**src/rtl/adder_rr_arbiter.sv**
```systemverilog
// Shared registered adder fronted by a round-robin arbiter over N_REQ
// requesters, with a one-entry valid/ready result slot.

package my_package;
  parameter int my_width = 8;
endpackage

module adder_rr_arbiter #(
  parameter int N_REQ = 4,
  parameter int WIDTH = my_package::my_width,
  parameter int ID_W  = (N_REQ > 1) ? $clog2(N_REQ) : 1
) (
  input  logic                   clock,
  input  logic                   reset,
  input  logic [N_REQ-1:0]       req_valid,
  output logic [N_REQ-1:0]       req_ready,
  input  logic [N_REQ*WIDTH-1:0] req_a,
  input  logic [N_REQ*WIDTH-1:0] req_b,
  output logic                   rsp_valid,
  input  logic                   rsp_ready,
  output logic [WIDTH:0]         rsp_data,
  output logic [ID_W-1:0]        rsp_id,
  output logic                   busy
);

  logic [ID_W-1:0]  ptr;
  logic [ID_W-1:0]  grant;
  logic [ID_W-1:0]  cand;
  logic             found;
  logic             accept;
  logic             transfer;
  logic [WIDTH-1:0] a_arr [N_REQ];
  logic [WIDTH-1:0] b_arr [N_REQ];

  // Unpack the flat operand buses into per-requester arrays.
  always_comb begin
    for (int unsigned k = 0; k < N_REQ; k++) begin
      a_arr[k] = req_a[k*WIDTH +: WIDTH];
      b_arr[k] = req_b[k*WIDTH +: WIDTH];
    end
  end

  // Round-robin search: first valid requester at or after ptr, wrapping.
  always_comb begin
    found = 1'b0;
    grant = '0;
    cand  = '0;
    for (int unsigned k = 0; k < N_REQ; k++) begin
      cand = ID_W'((32'(ptr) + k) % 32'(N_REQ));
      if (!found && req_valid[cand]) begin
        found = 1'b1;
        grant = cand;
      end
    end
  end

  assign accept   = !rsp_valid || rsp_ready;
  assign transfer = !reset && accept && found;
  assign busy     = rsp_valid || (|req_valid);

  // One-hot ready to the granted requester only when the slot can take a result.
  always_comb begin
    req_ready = '0;
    if (transfer) req_ready[grant] = 1'b1;
  end

  // Result slot and pointer; pointer moves only on a transfer.
  always_ff @(posedge clock) begin
    if (reset) begin
      rsp_valid <= 1'b0;
      rsp_data  <= '0;
      rsp_id    <= '0;
      ptr       <= '0;
    end else if (transfer) begin
      rsp_valid <= 1'b1;
      rsp_data  <= {1'b0, a_arr[grant]} + {1'b0, b_arr[grant]};
      rsp_id    <= grant;
      ptr       <= (grant == ID_W'(N_REQ - 1)) ? '0 : grant + ID_W'(1);
    end else if (rsp_ready) begin
      rsp_valid <= 1'b0;
    end
  end

endmodule

```
**config.mk**
```make
export PLATFORM = sky130hd
export DESIGN_NAME = adder_rr_arbiter
export DESIGN_NICKNAME = d
export VERILOG_FILES = /design/src/rtl/adder_rr_arbiter.sv
export SDC_FILE = /design/constraint.sdc
export NUM_CORES = 1
export LEC_CHECK = 0
export ABC_AREA = 1
export BUFFER_PORTS_ARGS = -buffer_cell sky130_fd_sc_hd__buf_2
export CELL_PAD_IN_SITES_DETAIL_PLACEMENT = 2
export CELL_PAD_IN_SITES_GLOBAL_PLACEMENT = 2
export CORE_MARGIN = 10
export CORE_UTILIZATION = 25
export DETAILED_ROUTE_END_ITERATION = 8
export GPL_ROUTABILITY_DRIVEN = 0
export PLACE_DENSITY_LB_ADDON = 0.1
export SYNTH_ARGS = -nofsm -noshare
export SYNTH_HDL_FRONTEND = slang
export SYNTH_SLANG_ARGS = --single-unit
```
**constraint.sdc**
```tcl
create_clock -name clock -period 9.4 [get_ports clock]
set_input_delay 2.82 -clock clock [delete_from_list [all_inputs] [get_ports clock]]
set_output_delay 2.82 -clock clock [all_outputs]
set_load 0.02 [all_outputs]
```
Yosys cells after proc, flatten, opt, wreduce, memory -nomap -nowiden

Cells that the tools add are included.

Register bits after elaboration: 14
Logic and storage cells: 61
Bits of input ports: 71

Mux-type cells: 28
Bitwise logic cells: 1
Magnitude comparators: 7
Equal/unequal tests: 1
Add/subtract/negate cells: 5
Reductions and logical operators: 15

Operator list:

| cell                                                                                | number |
|---|---|
| 8-bit binary-select mux with 2-bit select                                           | 2 |
| 8-bit two-way mux                                                                   | 4 |
| 2-bit by 3-bit less-than comparator with 1-bit output, second input constant        | 5 |
| 1-bit two-way mux                                                                   | 11 |
| 2-bit two-way mux                                                                   | 5 |
| 8-bit by 8-bit adder with 9-bit output                                              | 1 |
| 1-bit binary-select mux with 2-bit select                                           | 4 |
| 1-bit logical AND                                                                   | 6 |
| 1-bit logical NOT                                                                   | 5 |
| 2-bit by 1-bit adder with 2-bit output, second input constant                       | 2 |
| 2-bit adder, second input constant                                                  | 2 |
| 4-bit two-way mux                                                                   | 1 |
| 4-bit OR reduction                                                                  | 1 |
| 3-bit greater-or-equal comparator, second input constant                            | 1 |
| 2-bit NOT with 3-bit output                                                         | 1 |
| 1-bit demux with 2-bit select                                                       | 1 |
| 2-bit equality test, second input constant                                          | 1 |
| 2-bit by 1-bit greater-or-equal comparator with 1-bit output, second input constant | 1 |
| 1-bit logical OR                                                                    | 2 |
| 2-bit nonzero test                                                                  | 1 |

Logic depth before layout (Yosys ltp)

Gate-level depths: netlist of run 1.

Depth after elaboration: 17
Gate-level depth with buffers: 23
Mapped depth without buffers: 22

Worst setup path after synthesis of run 1

Ideal clock, no wire load.

Kind: input-to-output
From: input port req_valid[3]
To: output port req_ready[1]
Setup slack: 2.398 ns
Stages on the path: 13
Required time: 6.580 ns
Arrival: 4.182 ns
Cell sequence: inv_1 -> nand2_2 -> nand3_1 -> nand2_1 -> nand2_1 -> nand2_1 -> nand2_4 -> nand3_4 -> buf_6 -> inv_1 -> ha_1 -> inv_1 -> nor2_1

Longest elaborated chain between the ends: 17
Elaborated cells on any way between the ends: 29
Classes of those cells: order compare (2); mux (19); reduce/logical (8)

Ends and longest elaborated chain:

| element                                                                                                                                                            | RTL line | RTL |
|---|---|---|
| start: declaration                                                                                                                                                 | 15       | `input logic [N_REQ-1:0] req_valid,` |
| 1-bit binary-select mux with 2-bit select                                                                                                                          | 50       | `if (!found && req_valid[cand]) begin` |
| 1-bit two-way mux (not written as such)                                                                                                                            | 50       |  |
| 1-bit two-way mux                                                                                                                                                  | 50       |  |
| 1-bit logical NOT                                                                                                                                                  | 50       |  |
| 1-bit logical AND                                                                                                                                                  | 50       |  |
| 1-bit two-way mux                                                                                                                                                  | 50       |  |
| 1-bit logical NOT                                                                                                                                                  | 50       |  |
| 1-bit logical AND                                                                                                                                                  | 50       |  |
| (+2 left out)                                                                                                                                                      | n/a      |  |
| 1-bit logical AND                                                                                                                                                  | 50       |  |
| 2-bit two-way mux (*)                                                                                                                                              | 50       |  |
| via grant[0]                                                                                                                                                       | 27       | `logic [ID_W-1:0] grant;` |
| 2-bit by 3-bit less-than comparator with 1-bit output (not written as such) / 2-bit by 1-bit greater-or-equal comparator with 1-bit output (equally long branches) | 64       | `if (transfer) req_ready[grant] = 1'b1;` |
| 1-bit logical AND (not written as such)                                                                                                                            | 64       |  |
| 1-bit two-way mux (not written as such)                                                                                                                            | 64       |  |
| 1-bit demux with 2-bit select (*)                                                                                                                                  | 64       |  |
| 4-bit two-way mux (*)                                                                                                                                              | 64       |  |
| end: declaration                                                                                                                                                   | 16       | `output logic [N_REQ-1:0] req_ready,` |

The timed path passes the listed nets; every way through them passes the cells marked *. The select of a mux whose other input is x is not followed.

Worst setup path in the final report of run 1

Ends and elaborated chain as after synthesis.

==> results of run 1 <==
-- cells in the mapped netlist, drive strengths merged --
master  instances
nand2         114
inv            87
nand3          47
nand4          35
dfxtp          14
buf            12
ha             12
o21ai          12
a21oi          11
nor2            8
clkbuf          7
xnor2           2
xor2            2
fa              1
nand3b          1
nor3            1
o221ai          1
o22ai           1
-- worst paths after layout --
kind                        to  slack [ps]         start
hold / removal     rsp_data[8]         480   rsp_data[8]
hold reg to reg    rsp_data[8]         480   rsp_data[8]
setup / recovery  req_ready[1]        1590  req_valid[3]
setup reg to reg   rsp_data[6]        5630        ptr[0]
-- power breakdown --
part | leakage, nW | internal (W) | switching (W)
clock network | 0.0288 | 0.0000372 | 0.0000229
registers | 0.117 | 0.0000795 | 0.0000120
logic | 1.48 | 0.000183 | 0.000332
total | 1.63 | 0.000300 | 0.000367
-- state kept, by name, indices dropped and copies added (netlist names) --
register   cells
rsp_data       9
ptr            2
rsp_id         2
rsp_valid      1
-- cell families after synthesis --
| logic type | synth area share (%) |
|---|---|
| fa+ha+maj | 8.207 |
| buf+inv | 21.48 |
| compound gates | 6.276 |
| simple gates | 48.82 |
| xor+xnor | 1.690 |
| flops | 13.52 |
-- area by class of cell --
| class | instances | area (sq um) |
|---|---|---|
| Fill cell | 1092 | 5533 |
| Sequential cell | 14 | 280.3 |
| Clock buffer | 4 | 55.05 |
| Timing Repair Buffer | 90 | 457.9 |
| Inverter | 87 | 329.1 |
| Tap cell | 105 | 131.4 |
| Multi-Input combinational cell | 248 | 1348 |
-- stage by stage --
stage / std cells / utilization, % / setup slack [ps] / area, sq um
floorplan: 368 / - / 2398 / 2073
global placement: 544 / 31.30 / 1705 / 2546
detailed placement: 544 / 31.30 / 1543 / 2546
CTS: 548 / 31.98 / 1543 / 2601
global route: 548 / 31.98 / 1204 / 2601
finish: 548 / 31.98 / 1586 / 2601
-- worst max-delay path, cell delays in order --
cell                      delay [ps]
sky130_fd_sc_hd__buf_2           100
sky130_fd_sc_hd__inv_1           110
sky130_fd_sc_hd__nand2_2          80
sky130_fd_sc_hd__nand3_1         120
sky130_fd_sc_hd__nand2_1          70
sky130_fd_sc_hd__nand2_1         100
sky130_fd_sc_hd__nand2_1         100
sky130_fd_sc_hd__nand2_4         300
sky130_fd_sc_hd__nand3_4         450
sky130_fd_sc_hd__inv_1           220
sky130_fd_sc_hd__ha_1            160
sky130_fd_sc_hd__inv_1            40
sky130_fd_sc_hd__nor2_1          100
sky130_fd_sc_hd__buf_2           190
-- per-layer routing --
| layer | vias up | GRT usage (%) |
|---|---|---|
| met5 | - | 0 |
| met4 | 0 | 2.828 |
| met3 | 5 | 2.381 |
| met2 | 55 | 21.93 |
| met1 | 1190 | 16.14 |
| li1 | 1311 | - |
==> tab_implementation.tex, run 1 <==
\begin{tabular}{lr}
\hline
Metric & Value \\
\hline
\multicolumn{2}{l}{\textbf{Synthesis}} \\
Yosys reg bits & 14 \\
Largest area contributor in the netlist & sky130\_fd\_sc\_hd\_\_nand2\_1 \\
Top-area cell type share of the netlist area & 19.19\% \\
Post-synthesis area per instance & around 5.6 sq um \\
Count of distinct cell types in the synthesized netlist & 29 \\
Cell types occupying the most area after synthesis & sky130\_fd\_sc\_hd\_\_nand2\_1 19\%, sky130\_fd\_sc\_hd\_\_inv\_1 15\%, sky130\_fd\_sc\_hd\_\_dfxtp\_1 14\%, sky130\_fd\_sc\_hd\_\_nand3\_1 10\%, sky130\_fd\_sc\_hd\_\_nand4\_1 10\% \\
Post-synthesis cell area & about 0.0021 sq mm \\
Number of instances in the synthesized netlist & $\sim$370 \\
Sequential-to-total area share from yosys stat & a little over an eighth \\
Net Count, Synth & approximately 450 \\
Syn. warnings & 0 \\
\multicolumn{2}{l}{\textbf{GRT}} \\
Largest net degree at the start of global routing & 38 \\
Number of antenna violations at the first check in global routing & 0 \\
Number of global-route vias before repair & 2866 \\
Remaining global-route overflow & 0 \\
Global Route Usage Sum & 12.80\% \\
Wire length of the first global-routing pass & about 14000 microns \\
\multicolumn{2}{l}{\textbf{Placement}} \\
Detailed-placement wirelength estimate & 6547 microns \\
Count of input and output buffers & just under 90 \\
\multicolumn{2}{l}{\textbf{Worst setup path}} \\
Crit path capture type & output port \\
Worst endpoint required time & 6580 ps \\
Maximum fanout along the worst path & 37 \\
Arrival time of data at the critical path endpoint & roughly 5000 ps \\
Launching element type of the critical path & primary input \\
Worst r2r path cells & 22 \\
Worst Path Class, Setup & primary input to output port \\
\multicolumn{2}{l}{\textbf{STA}} \\
Maximum achievable frequency & between 100 and 150 MHz \\
Setup repair after global routing missed its margin & no \\
Post-route worst hold slack & $\sim$480 ps \\
Final worst path period share & just over 80\% \\
Final count of hold timing violations & 0 \\
Max-Slew Margin vs Limit & around 60\% \\
Final setup viols & 0 \\
Max-slew violations & 0 \\
Final critical-path required period & approximately 7800 ps \\
Total Negative Setup Slacks & 0 ps \\
Measured slew at the worst slew-check pin & 596.2 ps \\
Setup Skew & between 2 and 3 ps \\
\multicolumn{2}{l}{\textbf{Clocking}} \\
Clk Latency, worst-skew pair & about 250 ps \\
\# resized after CTS & 0 \\
Cts bufs inserted & 3 \\
CTS H-tree lvls & 1 \\
TritonCTS clock tree & built \\
Worst-path clk slew & 60 ps \\
Max Buffers Root-to-Sink & 2 \\
Root cell of the clock tree & sky130\_fd\_sc\_hd\_\_clkbuf\_8 \\
Hold-fix buffers, CTS & 0 \\
Post-CTS repair timing setup buffer count & 0 \\
Total number of clock tree sinks & 14 \\
\multicolumn{2}{l}{\textbf{Detailed routing}} \\
Initial DRT Pass Iterations & 4 \\
Vias & 2561 \\
M1 wire length & roughly 3700 microns \\
Average via count per standard cell & 4.673 \\
Routed length on met2 & $\sim$3800 microns \\
Highest metal layer with signal wires & met4 \\
First DRT Iteration DRCs & 79 \\
Detailed-routed wire length on met3 & 398 microns \\
Detailed-route DRC error count & 0 \\
Total wire length & approximately 8000 microns \\
Routed WL per cell & between 10 and 15 microns \\
Antenna-violating nets left & 0 \\
\multicolumn{2}{l}{\textbf{Cells and area}} \\
Highest-count cells in the layout ignoring fill and taps & 106 x sky130\_fd\_sc\_hd\_\_nand2\_1, 87 x sky130\_fd\_sc\_hd\_\_buf\_2, 83 x sky130\_fd\_sc\_hd\_\_inv\_1 \\
Post-layout nets & 528 \\
Number of antenna cells inserted & 0 \\
Growth of design area from synthesis to finish & 25.47\% \\
Share of post-route cells with drive strength above 1 & between 20\% and 30\% \\
Most common cell after layout, fill and taps aside & sky130\_fd\_sc\_hd\_\_nand2\_1 \\
\multicolumn{2}{l}{\textbf{Floorplan}} \\
Die extent in y & 111.1 microns \\
Area enclosed by the die boundary & around 0.012 sq mm \\
Core Region & $\sim$0.008 sq mm \\
Initial Util & between 20\% and 30\% \\
Chip width & 111.1 microns \\
Top-Level Pins & 88 \\
Number of placement rows & 33 \\
\multicolumn{2}{l}{\textbf{Power}} \\
Total chip power & roughly 0.00067 W \\
Peak supply drop & a little under 0.06 mV \\
Total leakage power & roughly 1.6 nW \\
Power per cell area & between 200 and 300 mW/mm\^{}2 \\
\multicolumn{2}{l}{\textbf{Min path}} \\
Cell depth of the worst min-delay path & 2 \\
Min-delay worst type & flop to flop \\
\multicolumn{2}{l}{\textbf{Run status}} \\
Status & completed \\
\multicolumn{2}{l}{\textbf{Job}} \\
Maxcap violations & 0 \\
\hline
\end{tabular}
Power figures use the tool's default switching activity.
==> run 2, diff against run 1 <==
--- a/config.mk
+++ b/config.mk
@@ -10,7 +10,7 @@
 export CELL_PAD_IN_SITES_DETAIL_PLACEMENT = 2
 export CELL_PAD_IN_SITES_GLOBAL_PLACEMENT = 2
 export CORE_MARGIN = 10
-export CORE_UTILIZATION = 25
+export CORE_UTILIZATION = 21
 export DETAILED_ROUTE_END_ITERATION = 8
 export GPL_ROUTABILITY_DRIVEN = 0
 export PLACE_DENSITY_LB_ADDON = 0.1
==> constraint.sdc (replaced) <==
create_clock -name clock -period 7.1 [get_ports clock]
set_input_delay 2.13 -clock clock [delete_from_list [all_inputs] [get_ports clock]]
set_output_delay 2.13 -clock clock [all_outputs]
set_load 0.02 [all_outputs]
==> run 2 against run 1 <==
  * Sequential power increased by 32%
  * Clock skew shrank 0.50 ps
  * Core utilization shrank 4.7 points
  * Global-route usage fell by 1.3 points
  * Final area increased by 1.6%
  * Register-to-register slack worse by 2300 ps
  * Non-clock buffer count is 1 higher
  * Critical path type unchanged
==> tab_implementation.tex, run 2 (synthesized netlist as in run 1, its figures left out) <==
\begin{tabular}{lr}
\hline
Metric & Value \\
\hline
\multicolumn{2}{l}{\textbf{STA}} \\
Setup repair after global routing missed its margin & no \\
Setup Skew & 2.371 ps (-0.5007 ps) \\
Final worst path period share & between 80\% and 90\% \\
Max-Slew Margin vs Limit & 63.72\% (+3.5 points) \\
Final critical-path required period & roughly 6000 ps \\
Total Negative Setup Slacks & 0 ps (unchanged) \\
Final count of hold timing violations & 0 (unchanged) \\
Max-slew violations & 0 (unchanged) \\
Final setup viols & 0 (unchanged) \\
Measured slew at the worst slew-check pin & 543.6 ps (-52.66 ps) \\
Maximum achievable frequency & roughly 170 MHz \\
\multicolumn{2}{l}{\textbf{Cells and area}} \\
Area of all sequential standard cells & 280.3 sq um (unchanged) \\
Highest-count cells in the layout ignoring fill and taps & 106 x sky130\_fd\_sc\_hd\_\_nand2\_1, 87 x sky130\_fd\_sc\_hd\_\_buf\_2, 83 x sky130\_fd\_sc\_hd\_\_inv\_1 \\
Number of antenna cells inserted & 0 (unchanged) \\
Final core utilization & 27.30\% (-4.7 points) \\
Post-layout nets & 529 (+0.19\%) \\
Total area of multi-input combinational cells & 0.001348 sq mm (unchanged) \\
Non-filler cells in the finished layout & 577 (+5.3\%) \\
Growth of design area from synthesis to finish & 27.52\% \\
Flip-flop count of the largest register after layout & 9 (unchanged) \\
Most common cell after layout, fill and taps aside & sky130\_fd\_sc\_hd\_\_nand2\_1 \\
Post-layout instance area & 0.002644 sq mm (+1.6\%) \\
Filler cell count & 1258 (+15\%) \\
Leading registers by flop count & rsp\_data: 9 flops, ptr: 2 flops, rsp\_id: 2 flops \\
Share of post-route cells with drive strength above 1 & 25.90\% (+0.17 points) \\
Most flop-heavy register & rsp\_data \\
\multicolumn{2}{l}{\textbf{Clocking}} \\
\# resized after CTS & 0 (unchanged) \\
Root cell of the clock tree & sky130\_fd\_sc\_hd\_\_clkbuf\_8 \\
Clk Latency, worst-skew pair & 240 ps (about the same) \\
Total number of clock tree sinks & 14 (unchanged) \\
Hold-fix buffers, CTS & 0 (unchanged) \\
Max Buffers Root-to-Sink & 2 (unchanged) \\
Post-CTS repair timing setup buffer count & 0 (unchanged) \\
Cts bufs inserted & 3 (unchanged) \\
Worst-path clk slew & 60 ps (about the same) \\
CTS H-tree lvls & 1 (unchanged) \\
TritonCTS clock tree & built \\
\multicolumn{2}{l}{\textbf{Detailed routing}} \\
Vias & 2524 (-1.4\%) \\
Initial DRT Pass Iterations & 4 (unchanged) \\
Detailed-route DRC error count & 0 (unchanged) \\
Total wire length & 8219 microns (+2.7\%) \\
Routed WL per cell & 14.24 microns (-2.5\%) \\
Average via count per standard cell & 4.374 (-6.4\%) \\
First DRT Iteration DRCs & 92 (+16\%) \\
Antenna-violating nets left & 0 (unchanged) \\
\multicolumn{2}{l}{\textbf{Floorplan}} \\
Core Region & 0.009684 sq mm (+19\%) \\
Top-Level Pins & 88 (unchanged) \\
Number of placement rows & 36 (+9.1\%) \\
Area enclosed by the die boundary & 0.01425 sq mm (+15\%) \\
Chip width & 119.4 microns (+7.5\%) \\
Initial Util & 21.41\% (-4.1 points) \\
Die extent in y & 119.4 microns (+7.5\%) \\
\multicolumn{2}{l}{\textbf{Power}} \\
Peak supply drop & 0.07938 mV (+35\%) \\
Switching fraction of total power & 55.08\% (+0.082 points) \\
Psw & 0.0004900 W (+34\%) \\
Internal power summed over all cells & 0.0003996 W (+33\%) \\
Part of the power in the clock network & 8.8\% (-0.2 points) \\
Power per cell area & 336.5 mW/mm\^{}2 (+31\%) \\
Power share of the combinational group & 77.6\% (+0.3 points) \\
Total leakage power & 1.634 nW (+0.29\%) \\
Reg power frac & 13.6\% (about the same) \\
\multicolumn{2}{l}{\textbf{Worst setup path}} \\
Arrival time of data at the critical path endpoint & 3850 ps (-1140 ps) \\
Launching element type of the critical path & primary input \\
Crit path capture type & output port \\
Internal reg-to-reg setup slack & 3320 ps (-2310 ps) \\
Maximum fanout along the worst path & 33 (-11\%) \\
Worst r2r path cells & 22 (unchanged) \\
Capture point of the worst reg-to-reg path & rsp\_data[6] \\
Worst Path Class, Setup & primary input to output port \\
Launch instance of the worst register-to-register path & ptr[0] \\
Worst endpoint required time & 4970 ps (-1610 ps) \\
\multicolumn{2}{l}{\textbf{GRT}} \\
Largest net degree at the start of global routing & 35 (-7.9\%) \\
Number of antenna violations at the first check in global routing & 0 (unchanged) \\
Remaining global-route overflow & 0 (unchanged) \\
Number of global-route vias before repair & 2858 (-0.28\%) \\
Wire length of the first global-routing pass & 13990 microns (+1.6\%) \\
Global Route Usage Sum & 11.52\% (-1.3 points) \\
\multicolumn{2}{l}{\textbf{Placement}} \\
Area after detailed placement & 0.002589 sq mm (+1.7\%) \\
Detailed-placement wirelength estimate & 6902 microns (+5.4\%) \\
Placed cell count & 573 (+5.3\%) \\
Count of input and output buffers & 87 (unchanged) \\
\multicolumn{2}{l}{\textbf{Run status}} \\
Status & completed \\
\multicolumn{2}{l}{\textbf{Min path}} \\
Worst min-delay path endpoint & rsp\_data[6] \\
Min-delay worst type & flop to flop \\
Cell depth of the worst min-delay path & 2 (unchanged) \\
Hold Path Origin & rsp\_data[6] \\
\multicolumn{2}{l}{\textbf{Job}} \\
Maxcap violations & 0 (unchanged) \\
\hline
\end{tabular}
## run 2: cell types whose count changed in the layout (fill, tap and decap cells not counted)
| cell | before | now |
|---|---|---|
| sky130_fd_sc_hd__buf_4 | 3 | 4 |
## run 2: power by group through the flow
stage                     Combinational [W]  Sequential, W  Clock (W)
final                              0.000690       0.000121  0.0000781
after global routing               0.000806       0.000125  0.0000845
after CTS                          0.000711       0.000122  0.0000811
after floorplan                    0.000494       0.000147          0
after detailed placement           0.000707       0.000124          0
after global placement             0.000694       0.000123          0
## run 2: through the flow
step	hold slack [ps]	setup slack [ps]	total power [W]
5_1_grt	507.2	852.3	0.001016
6_report	478.5	1118	0.0008896
2_1_floorplan	538.1	1478	0.0006404
3_5_place_dp	473.0	1104	0.0008309
3_3_place_gp	463.2	1155	0.0008169
4_1_cts	487.3	1092	0.0009145
## run 2: how the worst max path moves through the flow
stage,endpoint,start,depth (start not counted)
global route,req_ready[2],req_valid[1],14
detailed placement,req_ready[1],req_valid[1],14
finish,req_ready[1],req_valid[3],14
CTS,req_ready[1],req_valid[1],14
global placement,req_ready[2],req_valid[1],14
floorplan,req_ready[1],req_valid[3],13
## run 2: layout make-up
type                    instances  area share, %
flip-flops and latches         14          10.60
well taps                     133          6.294
repair buffers                 91          17.61
multi-input cells             248          50.97
clock buffers                   4          2.082
inverters                      87          12.45
## run 2: worst max-delay path, cell delays in order
cell,delay [ps]
sky130_fd_sc_hd__buf_2,100
sky130_fd_sc_hd__inv_1,110
sky130_fd_sc_hd__nand2_2,70
sky130_fd_sc_hd__nand3_1,120
sky130_fd_sc_hd__nand2_1,70
sky130_fd_sc_hd__nand2_1,100
sky130_fd_sc_hd__nand2_1,90
sky130_fd_sc_hd__nand2_4,290
sky130_fd_sc_hd__nand3_4,150
sky130_fd_sc_hd__inv_1,120
sky130_fd_sc_hd__ha_1,160
sky130_fd_sc_hd__inv_1,40
sky130_fd_sc_hd__nor2_1,90
sky130_fd_sc_hd__buf_2,180
## run 2: routing by layer
layer | track usage [%] | up-vias | wire length, microns
li1 | - | 1309 | -
met1 | 14.58 | 1159 | 3836
met2 | 19.43 | 54 | 3816
met3 | 3.118 | 2 | 539
met4 | 1.810 | 0 | 26
met5 | 0 | - | 0
